[config.mk]
export PLATFORM = sky130hd
export DESIGN_NAME = immed_enc
export DESIGN_NICKNAME = d
export VERILOG_FILES = /design/src/rtl/immed_enc.sv
export SDC_FILE = /design/constraint.sdc
export NUM_CORES = 1
export LEC_CHECK = 0
export ABC_AREA = 1
export BUFFER_PORTS_ARGS = -buffer_cell sky130_fd_sc_hd__buf_4
export CORE_MARGIN = 2
export CORE_UTILIZATION = 48
export CTS_CLUSTER_SIZE = 20
export DETAILED_ROUTE_END_ITERATION = 12
export PLACE_DENSITY = 0.75
export SYNTH_ARGS = -nofsm -noshare
export SYNTH_HDL_FRONTEND = slang
export SYNTH_SLANG_ARGS = --single-unit
[constraint.sdc]
create_clock -name clk_i -period 1.2 [get_ports clk_i]
set_input_delay 0.06 -clock clk_i [delete_from_list [all_inputs] [get_ports clk_i]]
set_output_delay 0.06 -clock clk_i [all_outputs]
set_load 0.02 [all_outputs]
[src/rtl/immed_enc.sv]
// immed_enc: two-stage valid/ready encoder that packs an RV32 immediate and register fields into an instruction word.
// Optional macro IMMED_ENC_ERRCNT_EN adds a saturating error counter (err_cnt_o, err_clr_i).
// +----------------------------------------------------------------------+
// | Module   : immed_enc                                                 |
// | Revision : 1.0                                                       |
// +----------------------------------------------------------------------+
`default_nettype none

module immed_enc #(
   parameter int OUT_REG = 1
) (
   input  logic        clk_i,
   input  logic        rst_ni,
   input  logic        valid_i,
   output logic        ready_o,
   input  logic [2:0]  fmt_i,
   input  logic [6:0]  opcode_i,
   input  logic [4:0]  rd_i,
   input  logic [4:0]  rs1_i,
   input  logic [4:0]  rs2_i,
   input  logic [2:0]  funct3_i,
   input  logic [6:0]  funct7_i,
   input  logic [31:0] imm_i,
   output logic        valid_o,
   input  logic        ready_i,
   output logic [31:0] inst_o,
   output logic        err_o
`ifdef IMMED_ENC_ERRCNT_EN
   ,
   output logic [15:0] err_cnt_o,
   input  logic        err_clr_i
`endif
);

   localparam logic [2:0] c_FMT_R = 3'd0;
   localparam logic [2:0] c_FMT_I = 3'd1;
   localparam logic [2:0] c_FMT_S = 3'd2;
   localparam logic [2:0] c_FMT_B = 3'd3;
   localparam logic [2:0] c_FMT_U = 3'd4;
   localparam logic [2:0] c_FMT_J = 3'd5;

   logic        r_s1_valid;
   logic [2:0]  r_s1_fmt;
   logic [6:0]  r_s1_op;
   logic [4:0]  r_s1_rd;
   logic [4:0]  r_s1_rs1;
   logic [4:0]  r_s1_rs2;
   logic [2:0]  r_s1_f3;
   logic [6:0]  r_s1_f7;
   logic [31:0] r_s1_imm;
   logic        r_s1_err;

   logic        w_s1_ready;
   logic        w_s2_ready;
   logic        w_sx11;
   logic        w_sx12;
   logic        w_sx20;
   logic        w_range_err;
   logic [31:0] w_pack;

   // An immediate fits n+1 signed bits when everything from bit n upward is a sign copy.
   assign w_sx11 = (&imm_i[31:11]) | ~(|imm_i[31:11]);
   assign w_sx12 = (&imm_i[31:12]) | ~(|imm_i[31:12]);
   assign w_sx20 = (&imm_i[31:20]) | ~(|imm_i[31:20]);

   always_comb begin
      w_range_err = 1'b0;
      case (fmt_i)
         c_FMT_R: w_range_err = 1'b0;
         c_FMT_I,
         c_FMT_S: w_range_err = ~w_sx11;
         c_FMT_B: w_range_err = ~w_sx12 | imm_i[0];
         c_FMT_U: w_range_err = |imm_i[11:0];
         c_FMT_J: w_range_err = ~w_sx20 | imm_i[0];
         default: w_range_err = 1'b1;
      endcase
   end

   assign w_s1_ready = ~r_s1_valid | w_s2_ready;
   assign ready_o    = w_s1_ready;

   always_ff @(posedge clk_i or negedge rst_ni) begin
      if (!rst_ni) begin
         r_s1_valid <= 1'b0;
         r_s1_fmt   <= 3'd0;
         r_s1_op    <= 7'd0;
         r_s1_rd    <= 5'd0;
         r_s1_rs1   <= 5'd0;
         r_s1_rs2   <= 5'd0;
         r_s1_f3    <= 3'd0;
         r_s1_f7    <= 7'd0;
         r_s1_imm   <= 32'd0;
         r_s1_err   <= 1'b0;
      end else if (w_s1_ready) begin
         r_s1_valid <= valid_i;
         if (valid_i) begin
            r_s1_fmt <= fmt_i;
            r_s1_op  <= opcode_i;
            r_s1_rd  <= rd_i;
            r_s1_rs1 <= rs1_i;
            r_s1_rs2 <= rs2_i;
            r_s1_f3  <= funct3_i;
            r_s1_f7  <= funct7_i;
            r_s1_imm <= imm_i;
            r_s1_err <= w_range_err;
         end
      end
   end

   always_comb begin
      w_pack = 32'd0;
      case (r_s1_fmt)
         c_FMT_R: w_pack = {r_s1_f7, r_s1_rs2, r_s1_rs1, r_s1_f3, r_s1_rd, r_s1_op};
         c_FMT_I: w_pack = {r_s1_imm[11:0], r_s1_rs1, r_s1_f3, r_s1_rd, r_s1_op};
         c_FMT_S: w_pack = {r_s1_imm[11:5], r_s1_rs2, r_s1_rs1, r_s1_f3,
                            r_s1_imm[4:0], r_s1_op};
         c_FMT_B: w_pack = {r_s1_imm[12], r_s1_imm[10:5], r_s1_rs2, r_s1_rs1, r_s1_f3,
                            r_s1_imm[4:1], r_s1_imm[11], r_s1_op};
         c_FMT_U: w_pack = {r_s1_imm[31:12], r_s1_rd, r_s1_op};
         c_FMT_J: w_pack = {r_s1_imm[20], r_s1_imm[10:1], r_s1_imm[11],
                            r_s1_imm[19:12], r_s1_rd, r_s1_op};
         default: w_pack = 32'd0;
      endcase
   end

   generate
      if (OUT_REG != 0) begin : g_out_reg
         logic        r_s2_valid;
         logic [31:0] r_s2_inst;
         logic        r_s2_err;

         assign w_s2_ready = ~r_s2_valid | ready_i;

         always_ff @(posedge clk_i or negedge rst_ni) begin
            if (!rst_ni) begin
               r_s2_valid <= 1'b0;
               r_s2_inst  <= 32'd0;
               r_s2_err   <= 1'b0;
            end else if (w_s2_ready) begin
               r_s2_valid <= r_s1_valid;
               if (r_s1_valid) begin
                  r_s2_inst <= w_pack;
                  r_s2_err  <= r_s1_err;
               end
            end
         end

         assign valid_o = r_s2_valid;
         assign inst_o  = r_s2_inst;
         assign err_o   = r_s2_err;
      end else begin : g_out_comb
         // Stage 1 registers reset to an R-format all-zero request, so outputs still reset to 0.
         assign w_s2_ready = ready_i;
         assign valid_o    = r_s1_valid;
         assign inst_o     = w_pack;
         assign err_o      = r_s1_err;
      end
   endgenerate

`ifdef IMMED_ENC_ERRCNT_EN
   logic [15:0] r_err_cnt;
   logic        w_out_fire;

   assign w_out_fire = valid_o & ready_i;

   always_ff @(posedge clk_i or negedge rst_ni) begin
      if (!rst_ni) begin
         r_err_cnt <= 16'd0;
      end else if (err_clr_i) begin
         r_err_cnt <= 16'd0;
      end else if (w_out_fire && err_o && (r_err_cnt != 16'hFFFF)) begin
         r_err_cnt <= r_err_cnt + 16'd1;
      end
   end

   assign err_cnt_o = r_err_cnt;
`endif

endmodule

`default_nettype wire

---- Word level (Yosys, flattened, before mapping) ----
Index checks and enable logic that the tools add are counted.
storage, ports and cells
  register bits after elaboration ......... 103
  input bits .............................. 71
  output and inout bits ................... 35
  logic and storage cells ................. 52
operators by class
  equal/unequal tests ..................... 10
  muxes and demuxes ....................... 2
  bitwise operators ....................... 15
  reductions and logical operators ........ 12
operator list
  operator              count
  $pmux W32 S6          1
  $reduce_or A12 Y1     2
  $reduce_and A21 Y1    1
  $reduce_or A21 Y1     1
  $reduce_and A20 Y1    1
  $reduce_or A20 Y1     1
  $eq A3 B2 Y1 const B  4
  $eq A3 B3 Y1 const B  4
  $reduce_and A12 Y1    1
  $not A1 Y1            8
  $or A1 B1 Y1          7
  $eq A3 B1 Y1 const B  2
  $logic_not A3 Y1      2
  $pmux W1 S5           1
  $reduce_and A2 Y1     2
  $reduce_or A2 Y1      1

---- Longest topological paths before layout ----
  word-level depth ........................ 6
  gate-level depth with buffers ........... 12
  gate-level depth less buffers ........... 12

---- Worst setup path after synthesis ----
OpenSTA, ideal clock, no wires.
  path type ............................... reg-to-reg
  start point ............................. reg g_out_reg.r_s2_valid, in the netlist valid_o
  end point ............................... reg r_s1_imm[20]
  library setup time ...................... 0.126 ns
  data arrival time ....................... 1.345 ns
  required time ........................... 1.074 ns
  path slack .............................. -0.271 ns
  cell stages (with the launch flop) ...... 6
  buffers on the path ..................... 2
  clock period less this slack ............ 1.471 ns
  cells stage by stage .................... dfrtp_1 > nand3_1 > nand2_1 > buf_4 > buf_2 > o21ai_0
between the ends
  cells in the longest elaborated chain, start to end .. 4
ends and longest elaborated chain
  what                         line  source
  from (decl)                  128   logic r_s2_valid;
  from (signal assigned)       140   r_s2_valid <= r_s1_valid;
  $not A1 Y1                   132   assign w_s2_ready = ~r_s2_valid | ready_i;
  $or A1 B1 Y1                 132
  $or A1 B1 Y1                 79    assign w_s1_ready = ~r_s1_valid | w_s2_ready;
  named net ready_o            15    output logic ready_o,
  $reduce_and A2 Y1 (no line)  --
  to (signal assigned)         104   r_s1_imm <= imm_i;
  to (decl)                    50    logic [31:0] r_s1_imm;
The timed path passes the listed nets, and every way through them passes these cells.
A chain may end at the register's enable or synchronous reset.

---- Worst setup path in the final report ----
  start point ............................. reg r_s1_valid
  end point ............................... reg r_s1_op[0]
between the ends
  cells in the longest elaborated chain, start to end .. 3
ends and longest elaborated chain
  what                         line  source
  from (decl)                  42    logic r_s1_valid;
  from (signal assigned)       95    r_s1_valid <= valid_i;
  $not A1 Y1                   79
  $or A1 B1 Y1                 79
  $reduce_and A2 Y1 (no line)  --
  to (signal assigned)         98    r_s1_op <= opcode_i;
  to (decl)                    44    logic [6:0] r_s1_op;
No other way between the ends.

==> flow_summary.ini <==
[run_status]
status = finished, violations left
violations = negative hold slack, negative setup slack

[sta]
fin_skew_ns = 0.0123
fin_crit_sh_pct = 114
setup_viol = 93
hold_viol_final = 4
drv_slew = 0
post-route-min-period_ns = 1.37
grt_setup_unrepaired = true
whs_ns = -0.0258
finalWorstSetupSlack_ns = -0.165
fmax_ghz = 0.733
tightest_slew_ns = 0.345
relSlewSlack_pct = 77.0

[clock_network]
cts_max_path_buffers = 2
cts_tree = done
cts.sinks = 103
root_buffer = clkbuf_8
clk_latency_ns = 0.39
h-tree-depth = 3
cts_made_buffers = 9
cts.clk_slew.worst_paths_ns = 0.11

[yosys]
ys.flop_type = dfrtp_1
ys_seq_area_share_pct = 55.2
ys_async_sr_fraction_pct = 100
synth_warnings = 0
yosysMostFrequentCell = nand2_1
netlist_area_um2 = 4670
synth_nets = 670
synthDistinctLibCells = 23
syn_area_per_cell_um2 = 7.79
synth_area_leaders = dfrtp_1 (55%), nand2_1 (22%), o21ai_0 (6.9%)
synth-edff-count = 0
ys_seq_elements = 103
synthCells = 599
synthTopCellsByCount = nand2_1 (269), dfrtp_1 (103), o21ai_0 (64)
synth_top_cell_area_share_pct = 55.2
yosys.area.top_type = dfrtp_1

[global_routing]
grt_antenna_before_repair = 0
grt_pass1_vias = 4474
grt_max_degree = 43
overflow = 0
grt_pass1_wl_um = 21800
grtUsageTotal_pct = 27.3

[route]
avgViaCountPerCell = 5.46
drt_pass1_iterations = 5
drt_iter0_drc = 483
antenna_left = 0
wl_per_cell_um = 18.6
vias = 5123
drc = 0
wirelength_um = 17400

[worst_setup_path]
arrival_ns = 1.63
path_cells = buf_4 -> nand3_4 -> nand2_8 -> clkinv_8 -> buf_6 -> nand2_1 -> o21ai_0
crit_fanout = 10
required_ns = 1.46
crit_path_start_kind = register
rr_worst_depth = 7
cpMaxStageDelayCell = dfrtp_1
endpoint_kind = register
path_depth = 7
cp.buffers_inverters = 3
cp_slowest_stage_delay_ns = 0.38
crit_family = buffers and inverters
path_class = register to register

[power]
vdd_drop_max_v = 0.000780
p_per_area_nw_per_um2 = 1460
power.leakage_nw = 3.88

[layout]
nets = 875
fill_cells = 540
drive_gt1_share_pct = 35.1
area_growth_pct = 59.4
final_area_um2 = 7440
antenna_cells = 0

[floorplanning]
die_w_um = 103
start_util_pct = 50.0
core_um2 = 9330
pin_count = 106
die_h_um = 103
rows = 35
design.die.area_um2 = 10500

[placement]
dpl_worst_slack_ns = -0.124
io_buffers = 105
gp_congestion = 1.03
place_hpwl_um = 8750
dpl_cell_area_um2 = 5850

[min_path]
min_path_type = input port to register
hold_path_depth = 3

[flow_run]
maxCapViolations = 0
==> path summary, 6_finish.rpt <==
check,startpoint,end,slack [ns]
setup / recovery,r_s1_valid,r_s1_op[0],-0.17
hold / removal,imm_i[27],r_s1_imm[27],-0.03
setup reg to reg,r_s1_valid,r_s1_op[0],-0.17
hold reg to reg,err_o,err_o,0.49
max in group asynchronous,rst_ni,r_s1_fmt[1],0.62
min in group asynchronous,rst_ni,r_s1_op[6],0.10
==> final cells by class <==
class	instances	area, µm²	share of cell area, %
flip-flops and latches	103	2580	34.7
multi-input cells	414	2190	29.5
repair buffers	216	2050	27.6
inverters	60	258	3.47
well taps	129	161	2.17
clock buffers	10	128	1.72
clock inverters	6	61.3	0.824
==> power by group <==
part	switching (mW)	leakage (nW)	total (mW)	internal, mW
registers	0.554	1.27	4.70	4.15
clock network	1.25	0.0960	2.21	0.959
logic	2.20	2.52	3.94	1.73
total	4.01	3.88	10.8	6.84
==> kinds of logic after synthesis <==
| group | Yosys count | share of synthesized area, % |
|---|---|---|
| AOI/OAI and AO/OA | 88 | 10.2 |
| and+or+nand+nor | 326 | 27.1 |
| buffers and inverters | 82 | 7.48 |
| DFF | 103 | 55.2 |
==> routing by layer <==
metal	global-route usage [%]	routed length, µm	vias to the layer above
met5	0	0	-
met4	11.3	1040	0
met3	4.88	1620	113
met2	43.0	8110	362
met1	37.7	6660	2383
li1	-	-	2265
==> repair_timing <==
action	in CTS	in global routing
setup buffers	5	7
gates cloned	1	6
setup endpoints to repair	90	103
hold buffers	58	3
hold endpoints to repair	160	3
resized for setup	35	168
pin swaps	10	17
==> state kept, by name, summed over array words and instances (netlist names) <==
name / flops
r_s1_rs1: 5
r_s1_valid: 1
r_s1_rd: 5
r_s1_f3: 3
inst_o: 32
r_s1_err: 1
r_s1_f7: 7
r_s1_rs2: 5
err_o: 1
valid_o: 1
r_s1_op: 7
r_s1_imm: 32
r_s1_fmt: 3
==> layout by cell type (no fill, tap or decap), drive strengths merged <==
cell type    instances
nand2              272
buf                149
dfrtp              103
o21ai               71
dlygate4sd3         61
inv                 59
nor2                33
nand3               17
clkbuf              16
a21oi               10
clkinv               5
a22o                 3
nand4                3
a21o                 2
o22ai                1
nor3                 1
a41oi                1
bufinv               1
clkinvlp             1
==> worst min-delay path, stage by stage <==
cell,delay [ns]
buf_4,0.12
inv_1,0.09
o21ai_2,0.07
==> stage by stage <==
step,TNS [ns],power [mW],hold slack [ns],utilization [%],std cells
3_3_place_gp,-0.316,7.44,-0.0486,62.7,842
4_1_cts,-1.21,9.94,0.000433,72.7,922
5_1_grt,-12.94,11.3,-0.00581,79.7,938
6_report,-7.66,10.8,-0.0258,79.7,938
2_1_floorplan,-0.222,6.10,-0.236,-,599
3_5_place_dp,-1.75,7.54,-0.0422,62.7,842
Note: power is estimated with default switching activity, not from simulation.
